[src/rtl/range_arbiter.sv]
// range_arbiter: round-robin session arbiter in front of one shared
// range-finder datapath. A granted requester streams samples; the arbiter
// forwards them to the datapath on registered go/finish/data pins. It then
// captures the computed range and returns it with a one-cycle done pulse.
//
// Optional build macro RANGE_ARB_TIMEOUT_EN adds an idle-sample watchdog.
// The watchdog aborts a session after TIMEOUT_CYCLES RUN cycles without an
// accepted sample and pulses timeout together with done. Without the macro
// RUN waits indefinitely for the final sample and timeout is tied to 0.
module range_arbiter #(
    parameter int WIDTH          = 16,
    parameter int NUM_REQ        = 4,
    parameter int TIMEOUT_CYCLES = 255
) (
    input  logic                       clock,
    input  logic                       reset_n,
    input  logic [NUM_REQ-1:0]         req,
    input  logic [NUM_REQ*WIDTH-1:0]   req_data,
    input  logic [NUM_REQ-1:0]         req_valid,
    input  logic [NUM_REQ-1:0]         req_last,
    output logic [NUM_REQ-1:0]         grant,
    output logic [NUM_REQ-1:0]         done,
    output logic [WIDTH-1:0]           result,
    output logic                       busy,
    output logic                       timeout,
    output logic                       protocol_err,
    output logic [WIDTH-1:0]           rf_data,
    output logic                       rf_go,
    output logic                       rf_finish,
    input  logic [WIDTH-1:0]           rf_range,
    input  logic                       rf_error
);

    localparam int IDX_W = $clog2(NUM_REQ);

    typedef enum logic [1:0] {
        ST_IDLE,
        ST_RUN,
        ST_FIN,
        ST_DONE
    } state_t;

    state_t               state_reg, state_next;
    logic [NUM_REQ-1:0]   grant_reg, grant_next;
    logic [IDX_W-1:0]     grant_idx_reg, grant_idx_next;
    logic [IDX_W-1:0]     ptr_reg, ptr_next;
    logic [WIDTH-1:0]     rf_data_reg, rf_data_next;
    logic                 rf_go_reg, rf_go_next;
    logic                 rf_finish_reg, rf_finish_next;
    logic [WIDTH-1:0]     result_reg, result_next;
    logic [NUM_REQ-1:0]   done_reg, done_next;
    logic                 go_issued_reg, go_issued_next;
    logic                 last_pending_reg, last_pending_next;
    logic                 protocol_err_reg;

    logic [WIDTH-1:0]     sample_arr [NUM_REQ];
    logic [NUM_REQ-1:0]   take_vec;
    logic [NUM_REQ-1:0]   take_last_vec;
    logic [WIDTH-1:0]     sample_sel;
    logic                 run_open;
    logic                 take_any;
    logic                 take_last;
    logic                 to_hit;

    logic                 pick_found;
    logic [IDX_W-1:0]     pick_idx;
    logic [IDX_W:0]       cand;

    // Per-requester sample slices and grant-qualified accept strobes; only
    // the owner's valid/last can ever reach the datapath.
    generate
        for (genvar gi = 0; gi < NUM_REQ; gi++) begin : g_req
            assign sample_arr[gi]    = req_data[gi*WIDTH +: WIDTH];
            assign take_vec[gi]      = grant_reg[gi] & req_valid[gi];
            assign take_last_vec[gi] = grant_reg[gi] & req_valid[gi] & req_last[gi];
        end
    endgenerate

    // Samples are accepted only in RUN and only until the final one is seen.
    assign run_open  = (state_reg == ST_RUN) && !last_pending_reg;
    assign take_any  = run_open && (|take_vec);
    assign take_last = run_open && (|take_last_vec);

    // One-hot AND-OR mux of the owner's sample.
    always_comb begin
        sample_sel = '0;
        for (int k = 0; k < NUM_REQ; k++) begin
            if (grant_reg[k]) begin
                sample_sel = sample_sel | sample_arr[k];
            end
        end
    end

    // Round-robin pick: first requesting index at or above the pointer,
    // wrapping. Scanning from the far end lets the nearest candidate win.
    always_comb begin
        pick_found = 1'b0;
        pick_idx   = '0;
        cand       = '0;
        for (int k = NUM_REQ - 1; k >= 0; k--) begin
            cand = {1'b0, ptr_reg} + (IDX_W+1)'(k);
            if (cand >= (IDX_W+1)'(NUM_REQ)) begin
                cand = cand - (IDX_W+1)'(NUM_REQ);
            end
            if (req[cand[IDX_W-1:0]]) begin
                pick_found = 1'b1;
                pick_idx   = cand[IDX_W-1:0];
            end
        end
    end

`ifdef RANGE_ARB_TIMEOUT_EN
    localparam int TO_W = $clog2(TIMEOUT_CYCLES + 1);

    logic [TO_W-1:0] to_cnt_reg;
    logic            timed_out_reg;
    logic            timeout_reg;

    assign to_hit  = run_open && !take_any && (to_cnt_reg == TO_W'(TIMEOUT_CYCLES));
    assign timeout = timeout_reg;

    // Watchdog: restarts on RUN entry and on every accepted sample.
    always_ff @(posedge clock or negedge reset_n) begin
        if (!reset_n) begin
            to_cnt_reg <= '0;
        end else if (state_reg != ST_RUN || take_any) begin
            to_cnt_reg <= '0;
        end else if (!last_pending_reg && !to_hit) begin
            to_cnt_reg <= to_cnt_reg + TO_W'(1);
        end
    end

    // Remember an aborted session so timeout pulses alongside done.
    always_ff @(posedge clock or negedge reset_n) begin
        if (!reset_n) begin
            timed_out_reg <= 1'b0;
            timeout_reg   <= 1'b0;
        end else begin
            if (state_reg == ST_IDLE) begin
                timed_out_reg <= 1'b0;
            end else if (to_hit) begin
                timed_out_reg <= 1'b1;
            end
            timeout_reg <= (state_reg == ST_FIN) && timed_out_reg;
        end
    end
`else
    assign to_hit  = 1'b0;
    assign timeout = 1'b0;
`endif

    // Session FSM next-state and registered-output next values.
    always_comb begin
        state_next        = state_reg;
        grant_next        = grant_reg;
        grant_idx_next    = grant_idx_reg;
        ptr_next          = ptr_reg;
        rf_data_next      = rf_data_reg;
        rf_go_next        = 1'b0;
        rf_finish_next    = 1'b0;
        result_next       = result_reg;
        done_next         = '0;
        go_issued_next    = go_issued_reg;
        last_pending_next = last_pending_reg;

        case (state_reg)
            ST_IDLE: begin
                if (pick_found) begin
                    grant_next        = NUM_REQ'(1) << pick_idx;
                    grant_idx_next    = pick_idx;
                    go_issued_next    = 1'b0;
                    last_pending_next = 1'b0;
                    state_next        = ST_RUN;
                end
            end
            ST_RUN: begin
                if (last_pending_reg) begin
                    // Last sample reached the datapath last cycle; close now.
                    rf_finish_next = 1'b1;
                    state_next     = ST_FIN;
                end else if (take_any) begin
                    rf_data_next   = sample_sel;
                    rf_go_next     = !go_issued_reg;
                    go_issued_next = 1'b1;
                    if (take_last) begin
                        last_pending_next = 1'b1;
                    end
                end else if (to_hit) begin
                    // Finish only a session the datapath has actually started.
                    rf_finish_next = go_issued_reg;
                    state_next     = ST_FIN;
                end
            end
            ST_FIN: begin
                result_next = rf_finish_reg ? rf_range : '0;
                done_next   = grant_reg;
                grant_next  = '0;
                state_next  = ST_DONE;
            end
            ST_DONE: begin
                ptr_next   = (grant_idx_reg == IDX_W'(NUM_REQ - 1)) ? '0
                                                                   : grant_idx_reg + IDX_W'(1);
                state_next = ST_IDLE;
            end
            default: begin
                state_next = ST_IDLE;
            end
        endcase
    end

    // State and output registers; reset abandons any session silently.
    always_ff @(posedge clock or negedge reset_n) begin
        if (!reset_n) begin
            state_reg        <= ST_IDLE;
            grant_reg        <= '0;
            grant_idx_reg    <= '0;
            ptr_reg          <= '0;
            rf_data_reg      <= '0;
            rf_go_reg        <= 1'b0;
            rf_finish_reg    <= 1'b0;
            result_reg       <= '0;
            done_reg         <= '0;
            go_issued_reg    <= 1'b0;
            last_pending_reg <= 1'b0;
        end else begin
            state_reg        <= state_next;
            grant_reg        <= grant_next;
            grant_idx_reg    <= grant_idx_next;
            ptr_reg          <= ptr_next;
            rf_data_reg      <= rf_data_next;
            rf_go_reg        <= rf_go_next;
            rf_finish_reg    <= rf_finish_next;
            result_reg       <= result_next;
            done_reg         <= done_next;
            go_issued_reg    <= go_issued_next;
            last_pending_reg <= last_pending_next;
        end
    end

    // Sticky datapath misuse flag, cleared only by reset.
    always_ff @(posedge clock or negedge reset_n) begin
        if (!reset_n) begin
            protocol_err_reg <= 1'b0;
        end else if (rf_error) begin
            protocol_err_reg <= 1'b1;
        end
    end

    assign grant        = grant_reg;
    assign done         = done_reg;
    assign result       = result_reg;
    assign busy         = (state_reg != ST_IDLE);
    assign protocol_err = protocol_err_reg;
    assign rf_data      = rf_data_reg;
    assign rf_go        = rf_go_reg;
    assign rf_finish    = rf_finish_reg;

endmodule

[config.mk]
export PLATFORM = sky130hd
export DESIGN_NAME = range_arbiter
export DESIGN_NICKNAME = d
export VERILOG_FILES = /design/src/rtl/range_arbiter.sv
export SDC_FILE = /design/constraint.sdc
export NUM_CORES = 1
export LEC_CHECK = 0
export CORE_MARGIN = 3
export CORE_UTILIZATION = 38
export DETAILED_ROUTE_END_ITERATION = 10
export GPL_ROUTABILITY_DRIVEN = 0
export PLACE_DENSITY = 0.78
export SYNTH_ARGS = -nofsm -noshare
export SYNTH_HDL_FRONTEND = slang
export SYNTH_SLANG_ARGS = --single-unit
export TNS_END_PERCENT = 5
[constraint.sdc]
create_clock -name clock -period 2.09 [get_ports clock]
set_clock_uncertainty 0.2 [all_clocks]
set_input_delay 0.418 -clock clock [delete_from_list [all_inputs] [get_ports clock]]
set_output_delay 0.418 -clock clock [all_outputs]
set_load 0.05 [all_outputs]
Word-level counts from Yosys, hierarchy flattened. Index checks and enable logic that the tools add are counted.

Register bits after elaboration: 51. Bits of input ports: 95.

Add/sub/neg operators: 8. Magnitude comparators: 8. Equal/unequal tests: 8. Shift-type cells: 1. Muxes and demuxes: 45. Bitwise logic cells: 12. Reductions and logical operators: 17.

Operator list (count): 16-bit two-way mux (5); 16-bit bitwise OR (3); 2-bit two-way mux (11); 1-bit two-way mux (19); 2-bit by 3-bit less-than comparator with 1-bit output, second input constant (4); 3-bit >= comparator, second input constant (3); 1-bit bitwise AND (8); 1-bit binary-select mux with 2-bit select (4); 4-bit two-way mux (2); 2-bit != test, second input constant (4); 2-bit one-hot mux with 4 select lines (1); 4-bit one-hot mux with 2 select lines (1); 2-bit AND reduction (4); 4-bit OR reduction (2); 2-bit by 1-bit subtractor with 2-bit output, second input constant (4); 2-bit by 2-bit adder with 3-bit output, second input constant (2); 2-bit == test, second input constant (3); 2-bit nonzero test (3); 1-bit one-hot mux with 2 select lines (2); 4-bit AND reduction (1); 1-bit by 2-bit left shift with 4-bit output, first input constant (1); 2-bit by 1-bit adder with 3-bit output, second input constant (1); 2-bit by 3-bit >= comparator with 1-bit output, second input constant (1); 1-bit logical AND (3); other kinds (6) (7).

Logic depth before layout (Yosys ltp). Gate-level depths: netlist of the first run.

Word-level depth: 12. Mapped depth: 7. Gate-level depth less buffers: 6.

Worst setup path after synthesis of the first run. Ideal clock, no wire load.

Path kind: reg-to-reg. From: register grant_reg[1] (netlist: grant[1]). To: register rf_data_reg[10] (netlist: rf_data[10]). Setup time: 82 ps. Data arrival time: 1553 ps. Required time: 1808 ps. Path slack: 255 ps. Stages on the path, launching flop included: 6. Cells stage by stage: dfrtp_1 a22oi_1 a21oi_2 clkbuf_1 nor2_1 a31oi_1.

Word-level cells in the longest chain between the ends: 5. Elaborated cells between the ends (all ways): 9.

Ends and longest elaborated chain: from (decl) (RTL line 44) `logic [NUM_REQ-1:0] grant_reg, grant_next;`; from (signal assigned) (RTL line 227) `grant_reg <= grant_next;`; 16-bit two-way mux (RTL line 88) `if (grant_reg[k]) begin`; 16-bit bitwise OR (RTL line 89) `sample_sel = sample_sel | sample_arr[k];`; 16-bit two-way mux (RTL line 88); 16-bit bitwise OR (RTL line 89); 16-bit two-way mux (RTL line 88); to (signal assigned) (RTL line 230) `rf_data_reg <= rf_data_next;`; to (decl) (RTL line 47) `logic [WIDTH-1:0] rf_data_reg, rf_data_next;`.

Several ways; a longest one is shown, not always the timed one. A chain may end at the register's enable or synchronous reset.

Worst setup path after layout of the first run.
From: register state_reg[0]. To: output busy.

Word-level cells in the longest chain between the ends: 1.

Ends and longest elaborated chain: from (decl) (RTL line 43) `state_t state_reg, state_next;`; from (signal assigned) (RTL line 226) `state_reg <= state_next;`; 2-bit nonzero test (RTL line 252) `assign busy = (state_reg != ST_IDLE);`; to (decl) (RTL line 24) `output logic busy,`.

Every way passes these cells.

==> metrics.cfg, run 1 <==
[synthesis]
synth-edff-count = 0
synth_top_area_share_pct = 51.88
synth_top_family_by_area = compound AO/OA/AOI/OAI gates
synth_fp_nets = 357
synth_ff_type = dfrtp_1
synth_cell_types = 31
synth_xor_area_share_pct = 0
synthArstFlopShare_pct = 100.0
synthMuxAreaShare_pct = 0.9156
yosys.area_share.adder_pct = 3.052
synth.avg_cell_area_um2 = 9.609
synth_seq_cells = 51
synth_cells = 256
ys_warn_count = 0
synth_seq_area_share_pct = 51.88
syn_area_um2 = 2460
synth_area_leaders = dfrtp_1 52%, a22oi_1 10%, o21ai_0 4.9%, a31oi_1 4.1%, nand3_1 4.1%
synth_compound_area_share_pct = 24.57
synthSimpleGateAreaFrac_pct = 13.12
yosys.area.top_type = dfrtp_1

[clocking]
clk_latency_ns = 0.30
h-tree-depth = 2
clk_pin_slew_ns = 0.09
clk_path_buf_depth = 2
clockRootBuffer = clkbuf_8
cts_inserted_buffers = 5
tritoncts = done
cts.sinks = 51

[floorplanning]
ios = 140
initial_utilization_pct = 40.35
dieHeight_um = 86.46
fp-row-count = 28
die_w_um = 86.46
die_area_um2 = 7474
core_region_area_um2 = 6096

[route]
final_antenna_net_count = 0
totalWireLength_um = 7779
viasPerCell = 5.189
remaining_drc_errors = 0
wl_per_cell_um = 16.38
drt-pass1-iter-count = 4
vias = 2465
first_iter_violations = 138

[cells_and_area]
syn_to_final_growth_pct = 67.29
drive_gt1_share_pct = 19.75
antenna_cells = 0
nets = 500

[setup_path]
cp.arrival_ns = 1.37
slowest_delay_ns = 0.41
critical-path-slowest-cell = dfrtp_1
worstPathBufferInverterCount = 3
reg2regPathDepth = 7
rrSetupSlack_ns = 0.21
reg2reg_from = state_reg[1]
cpMostUsedCell = inv_1
crit_fanout = 6
cp-endpoint = busy
crit_family = buffers and inverters
worstSetupEndpointType = primary output
crit_path_start = state_reg[0]
crit_type = reg -> out
start_kind = register
r2r-end = rf_data[2]
cp.depth = 4
worstPathCellList = inv_1 > ha_4 > inv_1 > buf_12
critPathRequiredTime_ns = 1.47

[min_path]
min_path_cells = 1
min_path_type = reg -> reg

[place]
numPortBuffers = 138
hpwl_um = 6061

[power]
peakVddDrop_mv = 1.005
total_power_mw = 4.975
leakage_nw = 1.751
p_per_area_nw_per_um2 = 1209

[sta]
tns_ns = 0
clock.fmax_ghz = 0.5022
drv_slew = 0
period_needed_ns = 1.991
relSlewSlack_pct = 60.70
tightest_slew_ns = 0.5895
setup_violations = 0
hold_viol_final = 0
period_share_pct = 95.28
rsz0062_at_grt = no

[global_route]
grt_antenna_before_repair = 0
grt_pass1_vias = 2531
grt_max_degree = 35
overflow = 0
grt_pass1_wl_um = 12050
grt_usage_pct = 20.49

[status]
outcome = finished clean

[flow_run]
maxCapViolations = 0

==> how the worst min path moves through the flow <==
stage | from | endpoint | slack [ns]
after global routing | go_issued_reg | rf_go | 0.29
after CTS | go_issued_reg | rf_go | 0.26
after global placement | go_issued_reg | rf_go | 0.24
final | go_issued_reg | rf_go | 0.26
after floorplan | reset_n | done[0] | -0.08
after detailed placement | go_issued_reg | rf_go | 0.25
==> worst reg2reg max path, delay by kind of cell (launching register included) <==
kind / cells / cell delay (ns)
and+or+nand+nor: 2 / 0.18
buffers and inverters: 2 / 0.39
AOI/OAI and AO/OA: 2 / 0.41
DFF: 1 / 0.41
adders and majority gates: 1 / 0.20
==> layer usage <==
layer	track usage, %	share of wire (%)
met5	0	0
met4	6.516	1.2
met3	5.038	7.2
met2	37.62	53
met1	23.18	39
==> timing repair <==
item                                   CTS  global route
gates cloned                             0             0
resized for setup                        1             2
setup buffers                            0             0
setup endpoints to repair                1             2
hold buffers                             1             0
endpoints found under the hold margin   24             0
==> Yosys cell counts, types with 2 or more instances <==
cell type	n
a21oi_1	5
a22oi_1	34
a31oi_1	16
and2_1	5
buf_1	3
buf_2	4
clkbuf_1	11
dfrtp_1	51
ha_1	6
inv_1	20
mux2_2	2
nand2_1	5
nand2b_1	5
nand3_1	20
nor2_1	21
nor2b_1	3
o21ai_0	24
o21ai_2	3
o31ai_1	5
or2_2	2
==> layout by cell type, fill, tap and decap left out, types with 2 or more instances in the layout <==
cell type	netlist	final
clkdlybuf4s50_1	0	93
dfrtp_1	51	51
buf_4	1	50
a22oi_1	34	34
o21ai_0	24	24
nor2_1	21	21
inv_1	20	20
nand3_1	20	20
a31oi_1	16	16
buf_12	0	9
and2_1	5	5
nand2b_1	5	5
a21oi_1	5	5
nand2_1	5	5
o31ai_1	5	5
ha_1	6	5
clkbuf_8	0	5
nor2b_1	3	3
o21ai_2	3	3
or2_2	2	2
mux2_2	2	2
==> per-stage QoR <==
step           std cells  util [%]  instance area (um2)  setup slack, ns  hold WS, ns
3_5_place_dp         466     65.21                 3975          -0.1770       0.2541
5_1_grt              475     67.51                 4115          0.01376       0.2946
3_3_place_gp         466     65.21                 3975          -0.1513       0.2430
2_1_floorplan        256         -                 2460           0.2555     -0.07759
6_report             475     67.51                 4115          0.09861       0.2642
4_1_cts              475     67.30                 4103          0.02199       0.2648
==> power breakdown <==
group	switching (mW)	leakage (nW)	total [mW]	internal (mW)
registers	0.177	0.654	1.45	1.27
logic	1.74	1.04	2.83	1.09
clock network	0.337	0.0548	0.698	0.361
total	2.25	1.75	4.98	2.72
==> cell families (layout without fill, tap and decap cells) <==
group                    after synthesis  count (layout)
other                                  1               1
AND/OR/NAND/NOR                       66              66
adder cells (fa/ha/maj)                6               6
multiplexers                           2               2
flip-flops                            51              51
buffers and inverters                 39             183
AO/OA/AOI/OAI                         91              91
==> layout make-up <==
| class | count | area (um2) |
|---|---|---|
| tap | 75 | 93.84 |
| fill | 499 | 1981 |
| sequential | 51 | 1276 |
| multi-input combinational | 166 | 1041 |
| timing repair buffer | 155 | 1514 |
| clock inverter | 3 | 46.29 |
| clock buffer | 5 | 68.82 |
| inverter | 20 | 75.07 |
(Power assumes the default switching activity.)
==> run 2: changes to the inputs <==
--- a/config.mk
+++ b/config.mk
@@ -5,8 +5,10 @@
 export SDC_FILE = /design/constraint.sdc
 export NUM_CORES = 1
 export LEC_CHECK = 0
+export ABC_AREA = 0
 export CORE_MARGIN = 3
 export CORE_UTILIZATION = 38
+export CTS_CLUSTER_DIAMETER = 80
 export DETAILED_ROUTE_END_ITERATION = 10
 export GPL_ROUTABILITY_DRIVEN = 0
 export PLACE_DENSITY = 0.78
==> results of run 2 <==
The final DEF is identical to that of run 1; final timing and power are the same.
==> run 3: changes to the inputs <==
--- a/config.mk
+++ b/config.mk
@@ -6,6 +6,7 @@
 export NUM_CORES = 1
 export LEC_CHECK = 0
 export ABC_AREA = 0
+export CORE_ASPECT_RATIO = 0.6
 export CORE_MARGIN = 3
 export CORE_UTILIZATION = 38
 export CTS_CLUSTER_DIAMETER = 80
==> metrics.cfg, run 3 (synthesized netlist as in run 1, its figures left out) <==
[global_route]
overflow = 0  ; unchanged
grt_pass1_vias = 2245  ; -11%
grt_antenna_before_repair = 0  ; unchanged
grt_pass1_wl_um = 11140  ; -7.6%
grt_max_degree = 37  ; +5.7%
grt_usage_pct = 19.02  ; -1.5 points

[floorplanning]
core_region_area_um2 = 6193  ; +1.6%
ios = 140  ; unchanged
dieHeight_um = 68.32  ; -21%
initial_utilization_pct = 39.72  ; -0.64 points
die_w_um = 109.9  ; +27%
fp-row-count = 22  ; -21%
die_area_um2 = 7506  ; +0.43%

[place]
placed_cells = 473  ; +1.5%
placed_area_um2 = 3964  ; -0.28%
hpwl_um = 5536  ; -8.7%
numPortBuffers = 138  ; unchanged

[cells_and_area]
multiInputGateArea_um2 = 1041  ; unchanged
nets = 498  ; -0.40%
layout_commonest_cell = clkdlybuf4s50_1
layout_common_cells = 94 x clkdlybuf4s50_1, 51 x dfrtp_1, 47 x buf_4
post-route-util_pct = 65.86  ; -1.6 points
syn_to_final_growth_pct = 65.82
design_area_um2 = 4079  ; -0.88%
antenna_cells = 0  ; unchanged
drive_gt1_share_pct = 19.10  ; -0.65 points
stdcell_count = 482  ; +1.5%
fillCellCount = 491  ; -1.6%
final-seq-area_um2 = 1276  ; unchanged

[power]
p_per_area_nw_per_um2 = 1173  ; -3.0%
leakage_nw = 1.743  ; -0.41%
total_power_mw = 4.786  ; -3.8%
peakVddDrop_mv = 0.8901  ; -11%

[clocking]
h-tree-depth = 2  ; unchanged
cts_setup_buffers = 0  ; unchanged
clk_latency_ns = 0.30  ; about the same
cts.sinks = 51  ; unchanged
clockRootBuffer = clkbuf_8
clk_pin_slew_ns = 0.10  ; about the same
tritoncts = done
cts_inserted_buffers = 5  ; unchanged
clk_path_buf_depth = 2  ; unchanged

[sta]
relSlewSlack_pct = 61.11  ; +0.42 points
hold_viol_final = 0  ; unchanged
tightest_slew_ns = 0.5833  ; -0.006229 ns
clock.fmax_ghz = 0.4885  ; -2.7%
period_share_pct = 97.96  ; +2.7 points
period_needed_ns = 2.047  ; +0.05589 ns
drv_slew = 0  ; unchanged
setup_violations = 0  ; unchanged
tns_ns = 0  ; unchanged
rsz0062_at_grt = no

[route]
totalWireLength_um = 7289  ; -6.3%
final_antenna_net_count = 0  ; unchanged
wl_per_cell_um = 15.12  ; -7.7%
remaining_drc_errors = 0  ; unchanged
drt-pass1-iter-count = 4  ; unchanged
vias = 2442  ; -0.93%
viasPerCell = 5.066  ; -2.4%
first_iter_violations = 153  ; +11%

[setup_path]
r2r-end = rf_data[10]
start_kind = register
crit_fanout = 1  ; -5
rrSetupSlack_ns = 0.23  ; +0.02 ns
reg2regPathDepth = 7  ; unchanged
slowest_delay_ns = 0.79  ; +0.38 ns
cp.arrival_ns = 1.43  ; +0.06 ns
crit_type = reg -> out
critPathRequiredTime_ns = 1.47  ; about the same
worstPathCellList = clkdlybuf4s50_1
crit_family = buffers and inverters
reg2reg_from = state_reg[1]
worstSetupEndpointType = primary output
critical-path-slowest-cell = clkdlybuf4s50_1
worstPathBufferInverterCount = 1  ; -2

[min_path]
hold_end = rf_go
min_path_cells = 1  ; unchanged
worstHoldStart = go_issued_reg
min_path_type = reg -> reg

[status]
outcome = finished clean

[flow_run]
maxCapViolations = 0  ; unchanged

[run 3: power by group]
part	switching, mW	internal (mW)	total, mW
Combinational	1.70	1.04	2.74
Sequential	0.199	1.27	1.47
Clock	0.332	0.237	0.569
Total	2.23	2.55	4.79
[run 3: per-stage QoR]
step / hold WS [ns] / worst slack [ns]
after floorplan: -0.07759 / 0.2555
after global placement: 0.2447 / -0.1478
after detailed placement: 0.2501 / -0.1625
after CTS: 0.2740 / 0.01571
after global routing: 0.2934 / 0.0009653
final: 0.2711 / 0.04272
[run 3: area by class of cell]
| class | instances | area share, % |
|---|---|---|
| Timing Repair Buffer | 153 | 36.63 |
| Sequential cell | 51 | 31.29 |
| Clock buffer | 5 | 1.687 |
| Tap cell | 84 | 2.577 |
| Clock inverter | 3 | 0.4601 |
| Multi-Input combinational cell | 166 | 25.52 |
| Inverter | 20 | 1.840 |
[run 3: worst max-delay path by stage]
stage                            start      endpoint  slack [ns]  cells after the start
after floorplan               grant[1]   rf_data[10]        0.26                      5
after global placement          req[1]  state_reg[1]       -0.15                      5
after detailed placement        req[1]  state_reg[0]       -0.16                      5
after CTS                      done[3]       done[3]        0.02                      1
after global routing      state_reg[1]          busy       0.001                      4
final                          done[0]       done[0]        0.04                      1
[run 3: timing repair]
action | 4_1_cts | 5_1_grt
gates cloned | 0 | 0
hold endpoints to repair | 24 | 0
gates resized for setup | 1 | 4
setup endpoints to repair | 1 | 3
hold buffers | 1 | 0
[run 3: metal layers]
layer	share of wire [%]	up-vias	track usage, %
li1	-	1200	-
met1	47	1175	27.18
met2	46	62	29.76
met3	6.4	5	4.053
met4	0.47	0	4.044
met5	0	-	0
